--- config.mk ---
export PLATFORM = sky130hd
export DESIGN_NAME = program_loader
export DESIGN_NICKNAME = d
export VERILOG_FILES = /design/src/rtl/program_loader_pkg.sv /design/src/rtl/program_loader_shift_register.sv /design/src/rtl/program_loader.sv
export SDC_FILE = /design/constraint.sdc
export NUM_CORES = 1
export LEC_CHECK = 0
export ABC_CLOCK_PERIOD_IN_PS = 2670
export CAP_MARGIN = 20
export CORE_UTILIZATION = 46
export DETAILED_ROUTE_END_ITERATION = 10
export GPL_ROUTABILITY_DRIVEN = 0
export GPL_TIMING_DRIVEN = 0
export HOLD_SLACK_MARGIN = 0.15
export PLACE_DENSITY = 0.76
export SLEW_MARGIN = 20
export SYNTH_ARGS = -nofsm -noshare
export SYNTH_HDL_FRONTEND = slang
export SYNTH_SLANG_ARGS = --single-unit
--- constraint.sdc ---
create_clock -name clk -period 2.67 [get_ports clk]
set_input_delay 0.534 -clock clk [delete_from_list [all_inputs] [get_ports clk]]
set_output_delay 0.534 -clock clk [all_outputs]
set_load 0.05 [all_outputs]
--- src/rtl/program_loader_pkg.sv ---
// Shared constants and state encoding for the Hack serial boot loader.
package hack_loader_pkg;

  localparam int unsigned WORD_W   = 16;
  localparam int unsigned ADDR_W   = 15;
  localparam int unsigned BITCNT_W = 4;

  typedef enum logic [2:0] {
    ST_IDLE,
    ST_SHIFT,
    ST_PARITY,
    ST_WRITE,
    ST_DONE
  } loader_state_t;

endpackage

--- src/rtl/program_loader_shift_register.sv ---
// 16-bit MSB-first serial-in / parallel-out shifter used to assemble ROM words.
module shift_register #(
  parameter int unsigned WORD_W = 16
) (
  input  logic              clk,
  input  logic              resetb,
  input  logic              en,
  input  logic              in,
  output logic [WORD_W-1:0] q
);

  // Shift one bit in at the LSB end on each enable.
  always_ff @(posedge clk or negedge resetb) begin
    if (!resetb) begin
      q <= '0;
    end else if (en) begin
      q <= {q[WORD_W-2:0], in};
    end
  end

endmodule

--- src/rtl/program_loader.sv ---
// Serial boot loader: assembles 16-bit words from a bit stream and writes
// them to instruction ROM from address 0, holding the CPU while loading.
// Optional macro PROGRAM_LOADER_PARITY_EN adds a 17th odd-parity bit per word.
module program_loader #(
  parameter int unsigned WORD_W = 16,
  parameter int unsigned ADDR_W = 15
) (
  input  logic              clk,
  input  logic              resetb,
  input  logic              start_i,
  input  logic [ADDR_W-1:0] length_i,
  input  logic              bit_i,
  input  logic              bit_valid_i,
  output logic              bit_ready_o,
  output logic              wr_en_o,
  output logic [ADDR_W-1:0] wr_addr_o,
  output logic [WORD_W-1:0] wr_data_o,
  input  logic              wr_ready_i,
  output logic              busy_o,
  output logic              cpu_hold_o,
  output logic              done_o,
  output logic              err_o
);

  import hack_loader_pkg::*;

  loader_state_t       state, state_n;
  logic [BITCNT_W-1:0] bit_cnt, bit_cnt_n;
  logic [ADDR_W-1:0]   len_q, len_n;
  logic [ADDR_W-1:0]   addr_n, addr_inc;
  logic                sh_en;
  logic                xfer;
`ifdef PROGRAM_LOADER_PARITY_EN
  logic                err_n;
`endif

  assign xfer     = bit_valid_i & bit_ready_o;
  assign addr_inc = wr_addr_o + ADDR_W'(1);

  shift_register #(.WORD_W(WORD_W)) u_shift (
    .clk    (clk),
    .resetb (resetb),
    .en     (sh_en),
    .in     (bit_i),
    .q      (wr_data_o)
  );

  // Next-state and datapath update decisions.
  always_comb begin
    state_n   = state;
    bit_cnt_n = bit_cnt;
    len_n     = len_q;
    addr_n    = wr_addr_o;
    sh_en     = 1'b0;
`ifdef PROGRAM_LOADER_PARITY_EN
    err_n     = err_o;
`endif
    case (state)
      ST_IDLE: begin
        if (start_i) begin
          len_n     = length_i;
          addr_n    = '0;
          bit_cnt_n = '0;
`ifdef PROGRAM_LOADER_PARITY_EN
          err_n     = 1'b0;
`endif
          state_n   = (length_i == '0) ? ST_DONE : ST_SHIFT;
        end
      end
      ST_SHIFT: begin
        if (xfer) begin
          sh_en     = 1'b1;
          bit_cnt_n = bit_cnt + BITCNT_W'(1);
          if (bit_cnt == BITCNT_W'(WORD_W - 1)) begin
`ifdef PROGRAM_LOADER_PARITY_EN
            state_n = ST_PARITY;
`else
            state_n = ST_WRITE;
`endif
          end
        end
      end
`ifdef PROGRAM_LOADER_PARITY_EN
      ST_PARITY: begin
        if (xfer) begin
          if (^{wr_data_o, bit_i}) begin
            state_n = ST_WRITE;
          end else begin
            err_n   = 1'b1;
            state_n = ST_IDLE;
          end
        end
      end
`endif
      ST_WRITE: begin
        if (wr_ready_i) begin
          addr_n  = addr_inc;
          state_n = (addr_inc == len_q) ? ST_DONE : ST_SHIFT;
        end
      end
      ST_DONE: begin
        state_n = ST_IDLE;
      end
      default: begin
        state_n = ST_IDLE;
      end
    endcase
  end

  // State, counters and registered outputs decoded from the next state.
  always_ff @(posedge clk or negedge resetb) begin
    if (!resetb) begin
      state       <= ST_IDLE;
      bit_cnt     <= '0;
      len_q       <= '0;
      wr_addr_o   <= '0;
      bit_ready_o <= 1'b0;
      wr_en_o     <= 1'b0;
      busy_o      <= 1'b0;
      cpu_hold_o  <= 1'b0;
      done_o      <= 1'b0;
`ifdef PROGRAM_LOADER_PARITY_EN
      err_o       <= 1'b0;
`endif
    end else begin
      state       <= state_n;
      bit_cnt     <= bit_cnt_n;
      len_q       <= len_n;
      wr_addr_o   <= addr_n;
      bit_ready_o <= (state_n == ST_SHIFT) || (state_n == ST_PARITY);
      wr_en_o     <= (state_n == ST_WRITE);
      busy_o      <= !((state_n == ST_IDLE) || (state_n == ST_DONE));
      cpu_hold_o  <= !((state_n == ST_IDLE) || (state_n == ST_DONE));
      done_o      <= (state_n == ST_DONE);
`ifdef PROGRAM_LOADER_PARITY_EN
      err_o       <= err_n;
`endif
    end
  end

`ifndef PROGRAM_LOADER_PARITY_EN
  assign err_o = 1'b0;
`endif

endmodule

==> results.txt, run 1 <==
----------------------------------------------------
[Timing]
  Final number of setup-violating endpoints ... 0
  Final Critical Period ... roughly 2.6 ns
  Final Skew ... 0.0115 ns
  Unrepaired setup endpoints after global routing ... no
  Hold slack ... roughly 0.23 ns
  Slew Limit Fails ... 0
  Final period util ... 0.963
  Slew at the pin closest to its max-slew limit ... ~0.72 ns
  Upper clock frequency limit ... 389 MHz
  Relative slew slack ... 0.518
  TNS Setup ... 0 ns
  Fin. Hold Viols ... 0

[Synth]
  Most used DFF post-synth ... dfrtp_1
  Post-synthesis register bit count ... between 50 and 60
  Per-instance average area after synthesis ... roughly 11 µm²
  Number of synthesized flops with an enable pin ... 0
  Net count after synthesis ... about 290
  Proportion of synthesized chip area in sequential cells ... 0.499
  Count of unique library cells instantiated by Yosys ... 42
  Leading post-synthesis cells by cell area ... dfrtp_1 (50%), mux2_2 (13%), xor2_1 (4.3%)
  Synthesized instance count ... approximately 260
  Combined area of all synthesized cells ... roughly 2900 µm²
  Yosys warning total ... 0
  Library cell occupying the most area in the post-synthesis netlist ... dfrtp_1
  Proportion of synthesized flip-flops having asynchronous set or reset ... 1.00
  Most frequently used cell type in the post-synthesis netlist ... dfrtp_1
  Area fraction of the dominant cell type after synthesis ... 0.499
  Most frequent cells after synthesis ... dfrtp_1 (57), mux2_2 (34), o21ai_0 (22)

[Global route]
  Initial antenna violation count ... 0
  Vias in the first global route ... 2239
  Met1 Use GR ... 0.311
  Largest net degree at the start of global routing ... between 50 and 60
  Layer with the highest usage after global routing ... met2
  Global-route congestion overflow total ... 0
  Met2 demand-to-capacity share in global routing ... 0.339
  Met3 Resource Use GR ... 0.0348
  First-pass GRT wire length ... roughly 11000 µm
  Overall routing resource usage ... 0.224

[Setup path]
  Largest incremental delay on the critical path ... ~0.53 ns
  Critical-path maximum fanout ... 10
  Worst Setup Path Type ... flop to flop
  Start point of the critical path ... wr_addr_o[2]$_DFFE_PN0P_
  Cell Chain, Critical Path ... buf_4 -> nand3_4 -> o21a_2 -> or4_1 -> a221o_1 -> or4_4 -> nor3b_2
  Category of the worst setup path launch point ... flop
  Endpoint class of the critical path ... flop
  Critical Path RT ... between 2 and 3 ns
  Highest-delay cell along the critical path ... or4_4
  Arrival @ worst endpoint ... 2.79 ns
  Origin of the critical flop-to-flop path ... wr_addr_o[2]$_DFFE_PN0P_

[Clock tree]
  Number of hold buffers added after CTS ... 0
  Clk Tree Root Cell ... clkbuf_8
  Clock latency on the worst-skew pair ... roughly 0.34 ns
  Clock Path Buffers ... 2
  Clock edge transition at the registers on the reported setup and hold paths ... ~0.07 ns
  CTS tree ... yes
  Clk sink count ... 57
  Number of clock buffers inserted by TritonCTS ... 9
  Clock H-tree levels ... 3

[Drt]
  Total Routed Length ... ~6600 µm
  Final routed wire length divided by cell count ... about 16 µm
  Drt initial violations ... approximately 180
  Post-route antenna net violation count ... 0
  DRC violation count after routing ... 0
  Number of iterations in the first detailed-routing pass ... 4
  Via-per-instance ratio ... 5.59
  Total number of vias ... 2305

[Power and ir drop]
  Switching fraction of total power ... 0.380
  Proportion of power drawn by the clock network ... 0.259
  Leakage component of the power ... between 0.0015 and 0.002 µW
  Design Power ... 3580 µW
  Int Pwr ... approximately 2200 µW
  Pwr Density ... 942 nW/µm²
  Power share of the combinational group ... 0.374
  Sequential cell fraction of total power ... 0.367
  IR Drop Worst-Case VDD ... 0.696 mV
  Switching power summed over all nets ... about 1400 µW

[Final layout]
  Antenna Cells ... 0
  Number of cells in the finished layout apart from fillers ... ~410
  Core utilization of the finished layout ... 0.638
  Layout cell share with drive strength beyond 1 ... 0.231
  Number of nets in the layout ... roughly 360
  Relative area change from synthesis to final layout ... 32.9%

[Die]
  Die Width ... slightly above 80 µm
  # rows ... 28
  Number of I/O pins ... 58
  Floorplan core area ... just under 6000 µm²
  Die area ... 6530 µm²
  Initial core utilization ... 0.480
  Die height ... ~81 µm

[Placed design]
  Instance count after placement with tap cells included ... around 390
  Count of buffers inserted at the top-level ports ... 56
  Hpwl dp ... between 4000 and 5000 µm

[Job]
  MaxCap Viol Count ... 0

[Min path]
  Kind of path behind the tightest hold check ... input pin to asynchronous set/reset pin

[Run status]
  Status ... complete, no violations

----------------------------------------------------
## cells in the final DEF, fill, tap and decap left out, types with 6 or more instances in the layout
cell / count
nand2_1: 17
nor4_1: 7
buf_4: 9
nand3_1: 7
nor2b_1: 6
clkdlybuf4s50_1: 55
xnor2_1: 11
clkbuf_8: 9
mux2_2: 34
a21oi_1: 6
dfrtp_1: 46
dfrtp_2: 11
nor2_1: 20
o21ai_0: 22
xor2_1: 14
nand4_1: 9
## through the flow
stage               area [µm²]  setup WS, ns
finish                    3800        0.0990
global route              3800       0.00876
CTS                       3770        0.0299
detailed placement        3530        -0.123
global placement          3530        -0.885
floorplan                 2880        0.0119
## cells by family after synthesis
logic type      count (synthesis)  share of synthesized area
simple gates                   89                      0.171
flops                          57                      0.499
compound gates                 39                     0.0827
mux                            35                      0.137
xor+xnor                       25                     0.0766
buf+inv                        14                     0.0232
fa+ha+maj                       2                    0.00875
other cells                     1                    0.00131
## worst max-delay path: cells and delay by family, from the launching register on
kind | cells | cell delay (ns)
compound gates | 2 | 0.58
buf+inv | 1 | 0.17
flops | 1 | 0.36
simple gates | 4 | 1.35
## worst paths after layout
check | end | cells past startpoint | slack, ns
max | bit_ready_o$_DFF_PN0_ | 7 | 0.1
max in group asynchronous | wr_addr_o[3]$_DFFE_PN0P_ | 1 | 1.90
min in group clk | len_q[13]$_DFFE_PN0P_ | 1 | 0.53
min reg2reg | len_q[13]$_DFFE_PN0P_ | 1 | 0.53
min | wr_addr_o[10]$_DFFE_PN0P_ | 1 | 0.23
max reg2reg | bit_ready_o$_DFF_PN0_ | 7 | 0.1
## layer usage
| metal | up-vias | share of wire |
|---|---|---|
| met5 | - | 0 |
| li1 | 1082 | - |
| met1 | 1142 | 0.46 |
| met2 | 69 | 0.47 |
| met3 | 12 | 0.042 |
| met4 | 0 | 0.020 |
## state kept, by name, indices dropped and copies added, names as in the netlist
signal	cells
u_shift.q	16
bit_cnt	4
cpu_hold_o	1
wr_addr_o	15
len_q	15
done_o	1
state	3
wr_en_o	1
bit_ready_o	1
## layout make-up
cell class | instances | area, µm²
fill | 490 | 2160
sequential | 57 | 1440
multi-input combinational | 191 | 1390
timing repair buffer | 59 | 581
clock buffer | 9 | 124
clock inverter | 7 | 103
tap | 75 | 93.8
buffer | 12 | 63.8
inverter | 2 | 7.51
## power by group through the flow
stage	Combinational [µW]	Clock [µW]	Sequential (µW)
floorplan	489	0	1720
global placement	1300	0	1310
detailed placement	1320	0	1320
CTS	1340	935	1310
global route	1420	975	1350
finish	1340	927	1310
## repair_timing
action                                  in CTS  in global routing
setup buffers                                2                  1
endpoints found under the setup margin       1                  4
pin swaps                                    1                  1
resized for setup                            1                  3
No activity file was read; power rests on OpenSTA's default activity.
==> run 2: changes to the inputs <==
--- a/config.mk
+++ b/config.mk
@@ -6,7 +6,8 @@
 export NUM_CORES = 1
 export LEC_CHECK = 0
 export ABC_CLOCK_PERIOD_IN_PS = 2670
-export CAP_MARGIN = 20
+export CAP_MARGIN = 5
+export CORE_MARGIN = 4
 export CORE_UTILIZATION = 46
 export DETAILED_ROUTE_END_ITERATION = 10
 export GPL_ROUTABILITY_DRIVEN = 0
==> results.txt, run 2 (synthesis gave the netlist of run 1 again) <==
----------------------------------------------------
[Run status]
  Status ... complete, no violations

[Power and ir drop]
  Power share of the combinational group ... 0.383
  Design Power ... approximately 3500 µW
  Int Pwr ... approximately 2200 µW
  Sequential cell fraction of total power ... 0.379
  Leakage component of the power ... about 0.0015 µW
  IR Drop Worst-Case VDD ... between 0.8 and 0.9 mV
  Switching fraction of total power ... 0.378
  Switching power summed over all nets ... about 1300 µW
  Pwr Density ... about 920 nW/µm²
  Proportion of power drawn by the clock network ... 0.238

[Drt]
  Total number of vias ... 2262
  DRC violation count after routing ... 0
  Number of iterations in the first detailed-routing pass ... 4
  Drt initial violations ... approximately 140
  Via-per-instance ratio ... about 5.5
  Final routed wire length divided by cell count ... 16.7 µm
  Post-route antenna net violation count ... 0
  Total Routed Length ... between 6000 and 7000 µm

[Final layout]
  Relative area change from synthesis to final layout ... 31.5%
  Area of all placed cells without fillers ... 3760 µm²
  Core utilization of the finished layout ... 0.627
  Layout cell share with drive strength beyond 1 ... 0.221
  Registers with the most flip-flops ... u_shift.q: 16 flops, len_q: 15 flops, wr_addr_o: 15 flops
  Number of cells in the finished layout apart from fillers ... slightly above 400
  Filler Cells Inserted ... 512
  Largest register FFs ... 16
  Antenna Cells ... 0
  Register containing the most flip-flops in the final layout ... u_shift.q
  Most common library cell in the layout ignoring fill and taps ... clkdlybuf4s50_1
  Number of nets in the layout ... approximately 350
  Commonest non-fill, non-tap cells in the layout ... clkdlybuf4s50_1 (55), dfrtp_1 (46), mux2_2 (34)

[Setup path]
  Highest-delay cell along the critical path ... or4_4
  Most frequent CP cell ... or4_4
  Category of the worst setup path launch point ... flop
  Endpoint class of the critical path ... flop
  Largest incremental delay on the critical path ... 0.57 ns
  Critical-path maximum fanout ... 10
  Arrival @ worst endpoint ... 2.78 ns
  Cell Chain, Critical Path ... buf_4 -> nand3_4 -> or4_4 -> xor2_1 -> a221o_1 -> or4_4 -> nor3b_2
  Critical Path RT ... between 2 and 3 ns
  Worst Setup Path Type ... flop to flop

[Timing]
  Final number of setup-violating endpoints ... 0
  Hold slack ... about 0.26 ns
  Fin. Hold Viols ... 0
  Final Skew ... a little over 0.009 ns
  Slew at the pin closest to its max-slew limit ... 0.700 ns
  Final period util ... 0.963
  Relative slew slack ... 0.533
  Final Critical Period ... approximately 2.6 ns
  Slew Limit Fails ... 0
  Unrepaired setup endpoints after global routing ... no
  Upper clock frequency limit ... ~390 MHz

[Global route]
  Vias in the first global route ... between 2000 and 2500
  Initial antenna violation count ... 0
  Overall routing resource usage ... 0.195
  Global-route congestion overflow total ... 0
  Largest net degree at the start of global routing ... 58
  First-pass GRT wire length ... around 11000 µm

[Die]
  # rows ... 28
  Floorplan core area ... about 6000 µm²
  Number of I/O pins ... 58
  Die Width ... 86.8 µm
  Initial core utilization ... 0.477
  Die area ... 7540 µm²
  Die height ... 86.8 µm

[Clock tree]
  Number of hold buffers added after CTS ... 0
  Clk Tree Root Cell ... clkbuf_8
  Clock latency on the worst-skew pair ... approximately 0.32 ns
  Clk sink count ... 57
  Clock H-tree levels ... 3
  Clock edge transition at the registers on the reported setup and hold paths ... 0.07 ns
  Number of clock buffers inserted by TritonCTS ... 9
  CTS tree ... yes
  Clock Path Buffers ... 2

[Placed design]
  Hpwl dp ... approximately 4800 µm
  Count of buffers inserted at the top-level ports ... 56
  Area after detailed placement ... 3530 µm²
  Instance count after placement with tap cells included ... ~400

[Min path]
  Kind of path behind the tightest hold check ... input pin to asynchronous set/reset pin

[Job]
  MaxCap Viol Count ... 0

----------------------------------------------------
[run 2: final cells by class]
class                           count  area (µm²)  area share
Clock buffer                       12         155      0.0413
Clock inverter                      4        51.3      0.0136
Timing Repair Buffer               57         566       0.150
Inverter                            2        7.51     0.00200
Multi-Input combinational cell    191        1380       0.368
Buffer                             12        63.8      0.0170
Sequential cell                    57        1440       0.383
Tap cell                           75        93.8      0.0250
[run 2: layer usage]
layer / GRT usage / up-vias / share of wire
li1: - / 1079 / -
met1: 0.271 / 1103 / 0.46
met2: 0.289 / 72 / 0.47
met3: 0.0447 / 8 / 0.058
met4: 0.0864 / 0 / 0.012
met5: 0 / - / 0
[run 2: through the flow]
stage,TNS (ns),worst slack (ns)
global route,0,0.000997
global placement,-43.70,-0.918
finish,0,0.0979
detailed placement,-1.27,-0.154
CTS,0,0.00845
floorplan,0,0.0119
[run 2: power groups by stage]
| stage | registers [µW] | logic (µW) | clock network (µW) |
|---|---|---|---|
| 6_report | 1320 | 1330 | 826 |
| 5_1_grt | 1350 | 1420 | 903 |
| 4_1_cts | 1320 | 1340 | 847 |
| 3_5_place_dp | 1330 | 1330 | 0 |
| 3_3_place_gp | 1310 | 1300 | 0 |
| 2_1_floorplan | 1720 | 489 | 0 |
[run 2: path summary, 6_finish.rpt]
path | start | to | slack [ns] | depth (start not counted)
worst min register to register | u_shift.q[15]$_DFFE_PN0P_ | u_shift.q[15]$_DFFE_PN0P_ | 0.52 | 1
worst max register to register | wr_addr_o[2]$_DFFE_PN0P_ | bit_ready_o$_DFF_PN0_ | 0.1 | 7
worst min-delay path | resetb | wr_addr_o[8]$_DFFE_PN0P_ | 0.26 | 1
min in group clk | u_shift.q[15]$_DFFE_PN0P_ | u_shift.q[15]$_DFFE_PN0P_ | 0.52 | 1
max in group asynchronous | resetb | wr_addr_o[6]$_DFFE_PN0P_ | 1.93 | 1
worst max-delay path | wr_addr_o[2]$_DFFE_PN0P_ | bit_ready_o$_DFF_PN0_ | 0.1 | 7
[run 2: worst max-delay path: cells and delay by family (launching register included)]
family	cells	cell delay (ns)
AOI/OAI and AO/OA	1	0.37
buffers and inverters	1	0.16
DFF	1	0.35
xor gates and xnor gates	1	0.17
and+or+nand+nor	4	1.39
[run 2: repair_timing]
| action | CTS | global route |
|---|---|---|
| resized for setup | 0 | 3 |
| endpoints found under the setup margin | 4 | 2 |
| pin swaps | 1 | 0 |
| setup buffers | 1 | 0 |
==> run 3: changes to the inputs <==
--- a/config.mk
+++ b/config.mk
@@ -7,13 +7,15 @@
 export LEC_CHECK = 0
 export ABC_CLOCK_PERIOD_IN_PS = 2670
 export CAP_MARGIN = 5
+export CORE_ASPECT_RATIO = 1.4
 export CORE_MARGIN = 4
-export CORE_UTILIZATION = 46
+export CORE_UTILIZATION = 48
+export CTS_BUF_LIST = sky130_fd_sc_hd__clkbuf_4
 export DETAILED_ROUTE_END_ITERATION = 10
 export GPL_ROUTABILITY_DRIVEN = 0
 export GPL_TIMING_DRIVEN = 0
 export HOLD_SLACK_MARGIN = 0.15
-export PLACE_DENSITY = 0.76
+export PLACE_DENSITY = 0.78
 export SLEW_MARGIN = 20
 export SYNTH_ARGS = -nofsm -noshare
 export SYNTH_HDL_FRONTEND = slang
==> results.txt, run 3 (synthesis gave the netlist of run 1 again) <==
----------------------------------------------------
[Die]
  Number of I/O pins ... 58
  Die Width ... 73.2 µm
  Die height ... 99.3 µm
  # rows ... 33
  Die area ... ~7300 µm²
  Initial core utilization ... 0.491
  Floorplan core area ... about 5800 µm²

[Placed design]
  Hpwl dp ... 4820 µm
  Count of buffers inserted at the top-level ports ... 56

[Setup path]
  Highest-delay cell along the critical path ... or4_4
  Critical Path RT ... a little under 3 ns
  Critical-path maximum fanout ... 7
  Worst r2r dst ... bit_ready_o$_DFF_PN0_
  Critical path depth ... 7
  Cell Chain, Critical Path ... ha_2 -> nand4_1 -> or3_1 -> xnor2_1 -> a221o_1 -> or4_4 -> nor3b_2
  Start point of the critical path ... wr_addr_o[0]$_DFFE_PN0P_
  Delay-heaviest family, CP ... simple AND/OR/NAND/NOR gates
  Worst Setup Path Type ... flop to flop
  Origin of the critical flop-to-flop path ... wr_addr_o[0]$_DFFE_PN0P_
  Depth of the worst register-to-register path ... 7
  Setup slack of the most critical reg-to-reg path ... approximately 0.081 ns
  Category of the worst setup path launch point ... flop
  Arrival @ worst endpoint ... ~2.9 ns
  Crit path buffers/inverters ... 0
  Largest incremental delay on the critical path ... approximately 0.54 ns
  Endpoint of the most critical setup path ... bit_ready_o$_DFF_PN0_
  Endpoint class of the critical path ... flop

[Timing]
  Fin. Hold Viols ... 0
  Slew at the pin closest to its max-slew limit ... roughly 0.71 ns
  Final number of setup-violating endpoints ... 0
  Final period util ... 0.970
  Slew Limit Fails ... 0
  TNS Setup ... 0 ns
  Upper clock frequency limit ... 386 MHz
  Final Critical Period ... 2.59 ns
  Relative slew slack ... 0.528
  Final Skew ... about 0.012 ns

[Clock tree]
  Clock latency on the worst-skew pair ... about 0.40 ns
  Clk sink count ... 57
  Clk Tree Root Cell ... clkbuf_4
  Clock Path Buffers ... 2
  Number of clock buffers inserted by TritonCTS ... 9
  Clock edge transition at the registers on the reported setup and hold paths ... 0.10 ns
  CTS tree ... yes
  Clock H-tree levels ... 3

[Min path]
  Kind of path behind the tightest hold check ... input pin to asynchronous set/reset pin

[Global route]
  First-pass GRT wire length ... about 11000 µm
  Initial antenna violation count ... 0
  Vias in the first global route ... between 2000 and 2500
  Overall routing resource usage ... 0.196
  Global-route congestion overflow total ... 0
  Largest net degree at the start of global routing ... 58

[Final layout]
  Registers with the most flip-flops ... u_shift.q: 16 flops, len_q: 15 flops, wr_addr_o: 15 flops
  Largest register FFs ... 16
  Most common library cell in the layout ignoring fill and taps ... clkdlybuf4s50_1
  Layout cell share with drive strength beyond 1 ... 0.226
  Number of nets in the layout ... approximately 360
  Relative area change from synthesis to final layout ... 30.0%
  Commonest non-fill, non-tap cells in the layout ... clkdlybuf4s50_1 (55), dfrtp_1 (46), mux2_2 (34)
  Register containing the most flip-flops in the final layout ... u_shift.q
  Antenna Cells ... 0

[Power and ir drop]
  IR Drop Worst-Case VDD ... about 0.67 mV
  Pwr Density ... ~900 nW/µm²
  Leakage component of the power ... about 0.0015 µW
  Design Power ... 3350 µW

[Drt]
  DRC violation count after routing ... 0
  Post-route antenna net violation count ... 0
  Number of iterations in the first detailed-routing pass ... 4
  Total number of vias ... about 2300
  Via-per-instance ratio ... roughly 5.6
  Total Routed Length ... about 6500 µm
  Final routed wire length divided by cell count ... around 16 µm
  Drt initial violations ... roughly 250

[Job]
  MaxCap Viol Count ... 0

[Run status]
  Status ... complete, no violations

----------------------------------------------------
-- run 3: cell types whose count changed in the layout (fill, tap and decap cells not counted), sizes merged --
cell      delta
buf          +2
bufinv       +1
clkbuf       -3
clkinvlp     +2
-- run 3: power by group --
part / total [µW] / switching, µW / internal (µW) / leakage (µW)
clock network: 716 / 339 / 377 / 0.0000758
registers: 1300 / 193 / 1110 / 0.000692
logic: 1340 / 760 / 577 / 0.000726
total: 3350 / 1290 / 2060 / 0.00149
-- run 3: worst min-delay path by stage --
stage | startpoint | end | slack (ns) | cells past startpoint
after floorplan | resetb | bit_cnt[0]$_DFFE_PN0P_ | 0.24 | 0
after detailed placement | u_shift.q[15]$_DFFE_PN0P_ | u_shift.q[15]$_DFFE_PN0P_ | 0.50 | 1
after CTS | resetb | wr_en_o$_DFF_PN0_ | 0.17 | 1
final | resetb | wr_addr_o[10]$_DFFE_PN0P_ | 0.16 | 1
after global placement | u_shift.q[15]$_DFFE_PN0P_ | u_shift.q[15]$_DFFE_PN0P_ | 0.50 | 1
after global routing | resetb | wr_addr_o[14]$_DFFE_PN0P_ | 0.19 | 1
-- run 3: metal layers --
metal | track usage | vias to the layer above | wire (µm)
met1 | 0.230 | 1090 | 2500
met3 | 0.0546 | 20 | 394
li1 | - | 1082 | -
met2 | 0.328 | 82 | 3400
met4 | 0.0852 | 0 | 180
met5 | 0 | - | 0
-- run 3: timing repair --
item,CTS,global route
hold buffers,0,0
gates resized for setup,0,3
setup endpoints to repair,4,4
buffers inserted,1,2
pin swaps,1,0
-- run 3: cell type report --
type,count,area (µm²)
Fill cell,464,2100
Inverter,2,7.51
Multi-Input combinational cell,191,1370
Clock buffer,9,67.6
Clock inverter,7,95.1
Tap cell,70,87.6
Buffer,12,67.6
Timing Repair Buffer,59,581
Sequential cell,57,1440
-- run 3: stage by stage --
step / area (µm²) / setup slack (ns) / hold slack (ns) / std cells / utilization
3_5_place_dp: 3520 / -0.139 / 0.504 / 388 / 0.605
3_3_place_gp: 3530 / -0.855 / 0.497 / 388 / 0.606
2_1_floorplan: 2880 / 0.0119 / 0.238 / 262 / -
4_1_cts: 3690 / 0.0193 / 0.173 / 405 / 0.634
6_report: 3720 / 0.0808 / 0.155 / 407 / 0.639
5_1_grt: 3720 / -0.00386 / 0.194 / 407 / 0.639
